## src/rtl/board_scan_if.sv

```systemverilog
// Drawer handshake between the frame sequencer (master) and the cell-sprite
// drawer (slave): presented cell contents/address, draw request, done.
interface board_scan_if;
   logic [7:0] position;
   logic [7:0] address;
   logic       draw_req;
   logic       done;

   modport master (output position, output address, output draw_req, input done);
   modport slave  (input position, input address, input draw_req, output done);
endinterface

```

## src/rtl/board_scan.sv

```systemverilog
// board_scan: walks the 16x16 board storage cell by cell, presents each cell
// to the sprite drawer and waits for its done (with a per-cell timeout).
// Optional feature macro: BOARD_SCAN_SKIP_EMPTY_EN -- when defined, cells
// reading 0x00 are skipped instead of being drawn.
module board_scan #(
   parameter int unsigned DRAW_TIMEOUT = 300
) (
   input  logic         clock,
   input  logic         reset,
   input  logic         start,
   output logic [7:0]   ram_addr,
   input  logic [7:0]   ram_data,
   board_scan_if.master draw,
   output logic         busy,
   output logic         frame_done,
   output logic [8:0]   cells_drawn,
   output logic         timeout_err
);

   localparam logic [9:0] TIMEOUT_CNT = 10'(DRAW_TIMEOUT);

   typedef enum logic [2:0] {
      IDLE,
      FETCH,
      LATCH,
      DRAW,
      FINISH
   } state_t;

   state_t     state;
   logic [7:0] index;
   logic [9:0] draw_cnt;

   logic skip_cell;
   logic done_ok;
   logic draw_over;
   logic advance;

   // Cell skip decision, draw completion and the shared advance condition.
   always_comb begin
      skip_cell = 1'b0;
`ifdef BOARD_SCAN_SKIP_EMPTY_EN
      skip_cell = (ram_data == '0);
`else
      skip_cell = 1'b0;
`endif
      // done in the first DRAW cycle may still belong to the previous cell
      done_ok   = draw.done && (draw_cnt != 10'd1);
      draw_over = done_ok || (draw_cnt == TIMEOUT_CNT);
      advance   = ((state == LATCH) && skip_cell) || ((state == DRAW) && draw_over);
   end

   // Sequencer FSM with registered outputs.
   always_ff @(posedge clock) begin
      if (reset) begin
         state         <= IDLE;
         index         <= '0;
         draw_cnt      <= '0;
         ram_addr      <= '0;
         draw.position <= '0;
         draw.address  <= '0;
         draw.draw_req <= 1'b0;
         busy          <= 1'b0;
         frame_done    <= 1'b0;
         cells_drawn   <= '0;
         timeout_err   <= 1'b0;
      end else begin
         frame_done <= 1'b0;
         case (state)
            IDLE: begin
               if (start) begin
                  index       <= '0;
                  ram_addr    <= '0;
                  cells_drawn <= '0;
                  timeout_err <= 1'b0;
                  busy        <= 1'b1;
                  state       <= FETCH;
               end
            end
            FETCH: begin
               state <= LATCH;
            end
            LATCH: begin
               draw.position <= ram_data;
               draw.address  <= index;
               if (!skip_cell) begin
                  draw.draw_req <= 1'b1;
                  draw_cnt      <= 10'd1;
                  state         <= DRAW;
               end
            end
            DRAW: begin
               if (draw_over) begin
                  draw.draw_req <= 1'b0;
                  cells_drawn   <= cells_drawn + 9'd1;
                  if (!done_ok) begin
                     timeout_err <= 1'b1;
                  end
               end else begin
                  draw_cnt <= draw_cnt + 10'd1;
               end
            end
            FINISH: begin
               state <= IDLE;
            end
            default: begin
               state <= IDLE;
            end
         endcase

         // Advance is shared by a skipped LATCH and a completed DRAW; placed
         // after the case so its next-state assignment takes precedence.
         if (advance) begin
            if (index == 8'hFF) begin
               busy       <= 1'b0;
               frame_done <= 1'b1;
               state      <= FINISH;
            end else begin
               index    <= index + 8'd1;
               ram_addr <= index + 8'd1;
               state    <= FETCH;
            end
         end
      end
   end

endmodule

```

## src/flat_wrapper.sv

```systemverilog
// flat-port wrapper written by rule: the top's interface ports become plain ports
module board_scan_flat 
#(
   parameter int unsigned DRAW_TIMEOUT = 300
)
  (clock, reset, start, ram_addr, ram_data, busy, frame_done, cells_drawn, timeout_err, draw_position, draw_address, draw_draw_req, draw_done);
  board_scan_if draw_i ();
  input  logic clock;
  input  logic reset;
  input  logic start;
  output logic [7:0] ram_addr;
  input  logic [7:0] ram_data;
  output logic busy;
  output logic frame_done;
  output logic [8:0] cells_drawn;
  output logic timeout_err;
  output wire logic [$bits(draw_i.position)-1:0] draw_position;
  output wire logic [$bits(draw_i.address)-1:0] draw_address;
  output wire logic [$bits(draw_i.draw_req)-1:0] draw_draw_req;
  input wire logic [$bits(draw_i.done)-1:0] draw_done;
  assign draw_position = draw_i.position;
  assign draw_address = draw_i.address;
  assign draw_draw_req = draw_i.draw_req;
  assign draw_i.done = draw_done;
  board_scan #(.DRAW_TIMEOUT(DRAW_TIMEOUT)) u_core (.clock(clock), .reset(reset), .start(start), .ram_addr(ram_addr), .ram_data(ram_data), .draw(draw_i), .busy(busy), .frame_done(frame_done), .cells_drawn(cells_drawn), .timeout_err(timeout_err));
endmodule
```

## config.mk

```make
export PLATFORM = sky130hd
export DESIGN_NAME = board_scan_flat
export DESIGN_NICKNAME = d
export VERILOG_FILES = /design/src/rtl/board_scan_if.sv /design/src/rtl/board_scan.sv /design/src/flat_wrapper.sv
export SDC_FILE = /design/constraint.sdc
export NUM_CORES = 1
export LEC_CHECK = 0
export CAP_MARGIN = 30
export CORE_MARGIN = 3
export CORE_UTILIZATION = 46
export DETAILED_ROUTE_END_ITERATION = 10
export PLACE_DENSITY = 0.78
export SLEW_MARGIN = 25
export SYNTH_ARGS = -nofsm -noshare
export SYNTH_HDL_FRONTEND = slang
export SYNTH_SLANG_ARGS = --single-unit
```

## constraint.sdc

```tcl
create_clock -name clock -period 1.9 [get_ports clock]
set_clock_uncertainty 0.1 [all_clocks]
set_input_delay 0.19 -clock clock [delete_from_list [all_inputs] [get_ports clock]]
set_output_delay 0.19 -clock clock [all_outputs]
set_load 0.1 [all_outputs]
```

==> results of run 1 <==
sequential cells by signal, summed over array words and instances (netlist names):
signal                cells
u_core.cells_drawn        9
u_core.ram_addr           8
u_core.draw.address       8
u_core.frame_done         1
u_core.state              3
u_core.draw.draw_req      1
u_core.index              8
u_core.timeout_err        1
u_core.draw.position      8
u_core.draw_cnt          10
u_core.busy               1
per-stage QoR:
stage | utilization | setup slack, ps | instances
global route | 0.693 | -296 | 463
detailed placement | 0.632 | -232 | 445
finish | 0.693 | -234 | 463
floorplan | - | -153 | 301
CTS | 0.676 | -224 | 462
global placement | 0.632 | -187 | 445
final cells by class:
class                      instances  area (um2)
inverter                           4        15.0
clock inverter                     3        15.0
tap                               70        87.6
sequential                        58        1170
timing repair buffer              92         773
clock buffer                      12         155
multi-input combinational        224        1430
fill                             433        1620
cells in the mapped netlist, types with 5 or more instances:
cell type   n  share of area
o21ai_0     9          0.017
and3_1      5          0.012
nor3_1      7          0.014
clkbuf_1    6         0.0087
ha_1        5          0.024
nand3_1    18          0.035
dfxtp_1    58           0.45
or4_1       5          0.015
nand3b_1    6          0.017
a21oi_1    30          0.058
xor2_1      8          0.027
nor2_1     26          0.038
nand2_1    48          0.070
a21o_1      8          0.023
repair_timing:
item	CTS	global route
endpoints found under the setup margin	40	42
gates resized for setup	12	25
buffers inserted	2	1
hold buffers	0	0
pin swaps	7	20
power groups by stage:
stage | logic [mW] | registers (mW) | clock network [mW]
after floorplan | 0.148 | 1.40 | 0
after global placement | 0.390 | 1.29 | 0
after detailed placement | 0.396 | 1.29 | 0
after CTS | 0.404 | 1.26 | 1.02
after global routing | 0.451 | 1.26 | 1.07
final | 0.424 | 1.26 | 0.995
worst paths after layout:
check	start	end	slack, ps	cells past startpoint
worst min-delay path	ram_data[0]	u_core.draw.position[0]	300	3
worst min register to register	u_core.ram_addr[3]	u_core.ram_addr[3]	350	1
worst max-delay path	u_core.draw_cnt[5]	u_core.index[3]	-230	6
worst max register to register	u_core.draw_cnt[5]	u_core.index[3]	-230	6
cell families (layout without fill, tap and decap cells):
family,after synthesis,count (layout),share of synthesized area
flip-flops,58,58,0.450
AO/OA/AOI/OAI,71,71,0.183
buffers and inverters,19,111,0.0392
adder cells (fa/ha/maj),5,5,0.0242
multiplexers,3,3,0.0121
AND/OR/NAND/NOR,135,135,0.258
XOR/XNOR,10,10,0.0339
worst register-to-register path, stage by stage (launching register included):
cell	delay, ps
dfxtp_2	320
or4_4	540
o31a_1	410
o211ai_4	260
buf_6	180
nor3_1	70
a21o_1	160
per-layer routing:
metal | up-vias | wire length, um | GRT usage
li1 | 1241 | - | -
met1 | 1205 | 2910 | 0.262
met2 | 80 | 3230 | 0.345
met3 | 15 | 441 | 0.0809
met4 | 0 | 150 | 0.0946
met5 | - | 0 | 0
cell usage in the layout (no fill, tap or decap), types with 3 or more instances in the layout:
master            n
a31oi_1           3
inv_1             3
xor2_1            8
dfxtp_2           9
o31ai_1           3
buf_6             6
nand2_1          46
a21oi_1          23
or4_1             3
buf_4            72
dfxtp_1          49
o211ai_1          4
nor3_1            6
and3_1            3
nor2_1           23
or4_4             3
clkbuf_8         11
nand3_1          17
nand3b_1          6
a21o_1            8
ha_1              4
clkdlybuf4s50_1  11
o21ai_0           5
or2_2             4
a21oi_2           7
clkinv_2          3
==> results.md, run 1 <==
* Status: complete, but fails checks
* Violated checks: setup timing
* DRT antenna net count at 0
* First-pass GRT wire length at 10800 um
* Final worst setup slack at -234 ps
* Power per cell area at 734 mW/mm2
* Nets@finish at 406
* H-Tree Level Count at 3
* F_max at 469 MHz
* Die width at 80.9 um
* Die Ht at 80.9 um
* Total Routing Usage GR at 0.217
* Async set or reset register ratio after synthesis at 0
* Port bufs at 48
* Post-synthesis register bit count at 58
* Critical Path AT at 2270 ps
* Via density at 5.49
* Ys flop type: dfxtp_1
* CP endpoint kind: flop
* Worst min path class: in2reg
* Maximum vdd drop at 0.000614 V
* Seq/Total Area, Yosys at 0.450
* Post-Syn Instances at 301
* CP Class: reg2reg
* Slew @ Worst Pin at 423 ps
* GP Congestion at 0.858
* Post-synth EDFFs at 0
* Comb power frac at 0.158
* CP max stage delay at 540 ps
* Sw Pwr at 0.764 mW
* WL final at 6730 um
* Post-Syn Area at 0.00258 mm2
* Min Hold Slack at 303 ps
* Critical-path maximum fanout at 9
* Rel. slew slack at 0.714
* Vias in the first global route at 2359
* CTS tree: done
* Sw frac at 0.285
* Final number of setup-violating endpoints at 39
* Initial DRC count at 117
* Pin count of the biggest net entering global routing at 34
* FP Rows at 26
* Final worst-path cycle share at 1.12
* CTS Sinks at 58
* Antenna Cells at 0
* TritonCTS Buffers at 9
* Synth warn at 0
* Internal at 1.91 mW
* Layout cells sized above 1 at 0.364
* Post-route cell area at 0.00365 mm2
* Total gr overflow at 0
* Crit path buf inv count at 1
* Syn Area/Cell at 8.58 um2
* Total power at 2.68 mW
* Post-DP HPWL at 4730 um
* Max Cap Viol at 0
* Clock Latency Late Sink at 340 ps
* Area growth syn-to-layout at 41.4%
* Syn Nets at 318
* Vias post-DR at 2541
* CP Launch Type: flop
* Fin crit period at 2130 ps
* I/O pins at 49
* Hold Vio Cnt, Final at 0
* Drt drc at 0
* Initial antenna violation count at 0
* Full die area at 0.00655 mm2
* Setup TNS Final at -5910 ps
* CTS root buf: clkbuf_8
* Crit-path slowest cell: or4_4
* RSZ-0062 raised after global routing: true
* Static leakage at 1.52 nW
* Cells along the critical path: or4_4 > o31a_1 > o211ai_4 > buf_6 > nor3_1 > a21o_1
* Slew Viols, Final at 0
* Starting Density at 0.490
* WP data required at 2030 ps
* Clock power share at 0.372
* Sequential Power Share at 0.470
* Wirelength per Cell at 14.5 um
* Worst-path clk slew at 60 ps
* Critical path's top delay family: compound AO/OA/AOI/OAI gates
* Clock buffer depth at 2
* DR pass1 iterations at 4
* Area of the core at 0.00527 mm2
* Count of cell types in the netlist at 48
* Placed Area at 0.00333 mm2
Power figures use the tool's default switching activity.
==> inputs of run 2 (changes only) <==
--- a/config.mk
+++ b/config.mk
@@ -6,10 +6,13 @@
 export NUM_CORES = 1
 export LEC_CHECK = 0
 export CAP_MARGIN = 30
+export CELL_PAD_IN_SITES_DETAIL_PLACEMENT = 0
+export CELL_PAD_IN_SITES_GLOBAL_PLACEMENT = 1
 export CORE_MARGIN = 3
-export CORE_UTILIZATION = 46
+export CORE_UTILIZATION = 35
 export DETAILED_ROUTE_END_ITERATION = 10
-export PLACE_DENSITY = 0.78
+export MAX_ROUTING_LAYER = met4
+export PLACE_DENSITY = 0.79
 export SLEW_MARGIN = 25
 export SYNTH_ARGS = -nofsm -noshare
 export SYNTH_HDL_FRONTEND = slang
==> run 2 against run 1 <==
  * Die area grew 29%
  * The flow still finishes with violations (setup timing)
  * Combinational power up 2%
  * Critical path depth grew 2
  * First-iteration DRC count grew 15%
  * Routed wire length rose by 8.5%
  * Count of clock-buffer cells in the layout shrank 1
  * Final cell count rose by 7.1%
  * Register-to-register slack lost 50 ps
==> results.md, run 2 (same netlist as run 1, synthesis figures left out) <==
* Maximum vdd drop at 0.000488 V (-20%)
* Most frequent cells in the layout: buf_4, dfxtp_1, nand2_1, a21oi_1, nor2_1
* DR pass1 iterations at 4 (unchanged)
* R2R Setup Slk at -290 ps (-50 ps)
* Max Cap Viol at 0 (unchanged)
* Area growth syn-to-layout at 45.6%
* First-pass GRT wire length at 11500 um (+6.4%)
* Final number of setup-violating endpoints at 41 (+5.1%)
* Antenna Cells at 0 (unchanged)
* FP Rows at 30 (+15%)
* CP endpoint kind: flop
* Slew Viols, Final at 0 (unchanged)
* Crit-path slowest cell: or4_4
* Critical Path Most Common Cell: buf_6
* Worst-path clk slew at 70 ps (about the same)
* Nets@finish at 414 (+2.0%)
* Reg-to-Reg Start: u_core.draw_cnt[7]
* Hold path endpoint: u_core.cells_drawn[6]
* Port bufs at 48 (unchanged)
* Critical Path AT at 2330 ps (+60 ps)
* Commonest non-fill, non-tap cell in the layout: buf_4
* Largest Register: u_core.draw_cnt
* CP max stage delay at 520 ps (-20 ps)
* Total gr overflow at 0 (unchanged)
* Fin crit period at 2190 ps (+51.5 ps)
* Critical path's top delay family: compound AO/OA/AOI/OAI gates
* CTS root buf: clkbuf_8
* Slew @ Worst Pin at 431 ps (+7.47 ps)
* WP data required at 2050 ps (+20 ps)
* Die width at 91.9 um (+14%)
* I/O pins at 49 (unchanged)
* Stages on worst setup path at 8 (+2)
* WL final at 7300 um (+8.5%)
* Reg2reg end: u_core.cells_drawn[8]
* Total Routing Usage GR at 0.177 (-0.0403)
* Area of the core at 0.00698 mm2 (+32%)
* Hold Vio Cnt, Final at 0 (unchanged)
* CTS Sinks at 58 (unchanged)
* Clock buffer depth at 2 (unchanged)
* Layout cells sized above 1 at 0.363 (-0.00137)
* Rel. slew slack at 0.713 (-0.00139)
* Cells along the critical path: or4_4 > o31a_1 > buf_6 > o21ai_4 > buf_6 > buf_6 > nand3_2 > o31ai_1
* Critical-path maximum fanout at 6 (-3)
* Hold_sp: reset
* Starting Density at 0.370 (-0.120)
* Full die area at 0.00845 mm2 (+29%)
* Power per cell area at 783 mW/mm2 (+6.7%)
* Drt drc at 0 (unchanged)
* Count of non-filler cells in the finished layout at 496 (+7.1%)
* Via density at 5.18 (-5.7%)
* GP Congestion at 0.906 (+5.6%)
* Pin count of the biggest net entering global routing at 28 (-18%)
* Wirelength per Cell at 14.7 um (+1.3%)
* Largest register FFs at 10 (unchanged)
* Post-DP HPWL at 4950 um (+4.8%)
* Hold path depth at 4 (+1)
* Initial antenna violation count at 0 (unchanged)
* Reg2Reg Depth at 8 (+2)
* CP Class: reg2reg
* Clock Latency Late Sink at 340 ps (about the same)
* Static leakage at 1.57 nW (+2.9%)
* Vias in the first global route at 2392 (+1.4%)
* Worst min path class: in2reg
* Crit path buf inv count at 3 (+2)
* Final worst-path cycle share at 1.15 (+0.0271)
* DRT antenna net count at 0 (unchanged)
* Initial DRC count at 135 (+15%)
* Final worst setup slack at -285 ps (-51.5 ps)
* TritonCTS Buffers at 9 (unchanged)
* RSZ-0062 raised after global routing: true
* Post-CTS Hold Fix Bufs at 0 (unchanged)
* Fin util at 0.539 (-0.154)
* Violated checks: setup timing
* H-Tree Level Count at 3 (unchanged)
* CP Launch Type: flop
* Placed Cells at 473 (+6.3%)
* Largest registers: u_core.draw_cnt (10), u_core.cells_drawn (9)
* F_max at 458 MHz (-2.4%)
* Vias post-DR at 2567 (+1.0%)
* CTS tree: done
* Status: complete, but fails checks
* Die Ht at 91.9 um (+14%)
## run 2: layout make-up
| type | count | area, um2 |
|---|---|---|
| Clock buffer | 11 | 141 |
| Clock inverter | 3 | 65.1 |
| Fill cell | 669 | 3220 |
| Inverter | 4 | 15.0 |
| Multi-Input combinational cell | 224 | 1430 |
| Sequential cell | 58 | 1170 |
| Tap cell | 96 | 120 |
| Timing Repair Buffer | 100 | 815 |
## run 2: how the worst max path moves through the flow
stage                             startpoint                     to  slack, ps
final                     u_core.draw_cnt[7]  u_core.cells_drawn[8]       -290
after detailed placement  u_core.draw_cnt[7]     u_core.draw_cnt[4]       -250
after global routing      u_core.draw_cnt[7]     u_core.draw_cnt[2]       -340
after CTS                 u_core.draw_cnt[5]        u_core.index[2]       -220
after global placement    u_core.draw_cnt[7]     u_core.draw_cnt[4]       -260
after floorplan           u_core.draw_cnt[5]     u_core.ram_addr[2]       -150
## run 2: layer usage
| metal | share of wire | GRT usage | up-vias |
|---|---|---|---|
| met1 | 0.46 | 0.214 | 1249 |
| li1 | - | - | 1252 |
| met4 | 0.016 | 0.0854 | 0 |
| met2 | 0.48 | 0.282 | 55 |
| met5 | 0 | - | - |
| met3 | 0.041 | 0.0361 | 11 |
## run 2: per-stage QoR
step	total power [mW]	setup WS [ps]	hold WS, ps	cell area, um2	setup TNS (ps)
CTS	2.95	-218	108	3660	-6130
finish	2.94	-285	132	3760	-8560
floorplan	1.55	-153	226	2630	-2580
detailed placement	1.68	-254	345	3360	-6610
global placement	1.68	-256	339	3360	-5690
global route	3.04	-342	138	3760	-10670
## run 2: worst reg2reg max path, delay by kind of cell, from the launching register on
| kind | cells | cell delay [ps] |
|---|---|---|
| and+or+nand+nor | 2 | 580 |
| AOI/OAI and AO/OA | 3 | 630 |
| DFF | 1 | 360 |
| buffers and inverters | 3 | 420 |
## run 2: power by group
part | switching (mW) | total (mW) | internal (mW)
sequential | 0.0206 | 1.26 | 1.24
clock | 0.492 | 1.25 | 0.758
combinational | 0.287 | 0.433 | 0.147
total | 0.799 | 2.94 | 2.14
## run 2: timing repair
item / CTS / global route
resized for setup: 15 / 24
endpoints found under the setup margin: 39 / 42
pin swaps: 11 / 15
buffers inserted: 8 / 4
hold endpoints to repair: 0 / 0
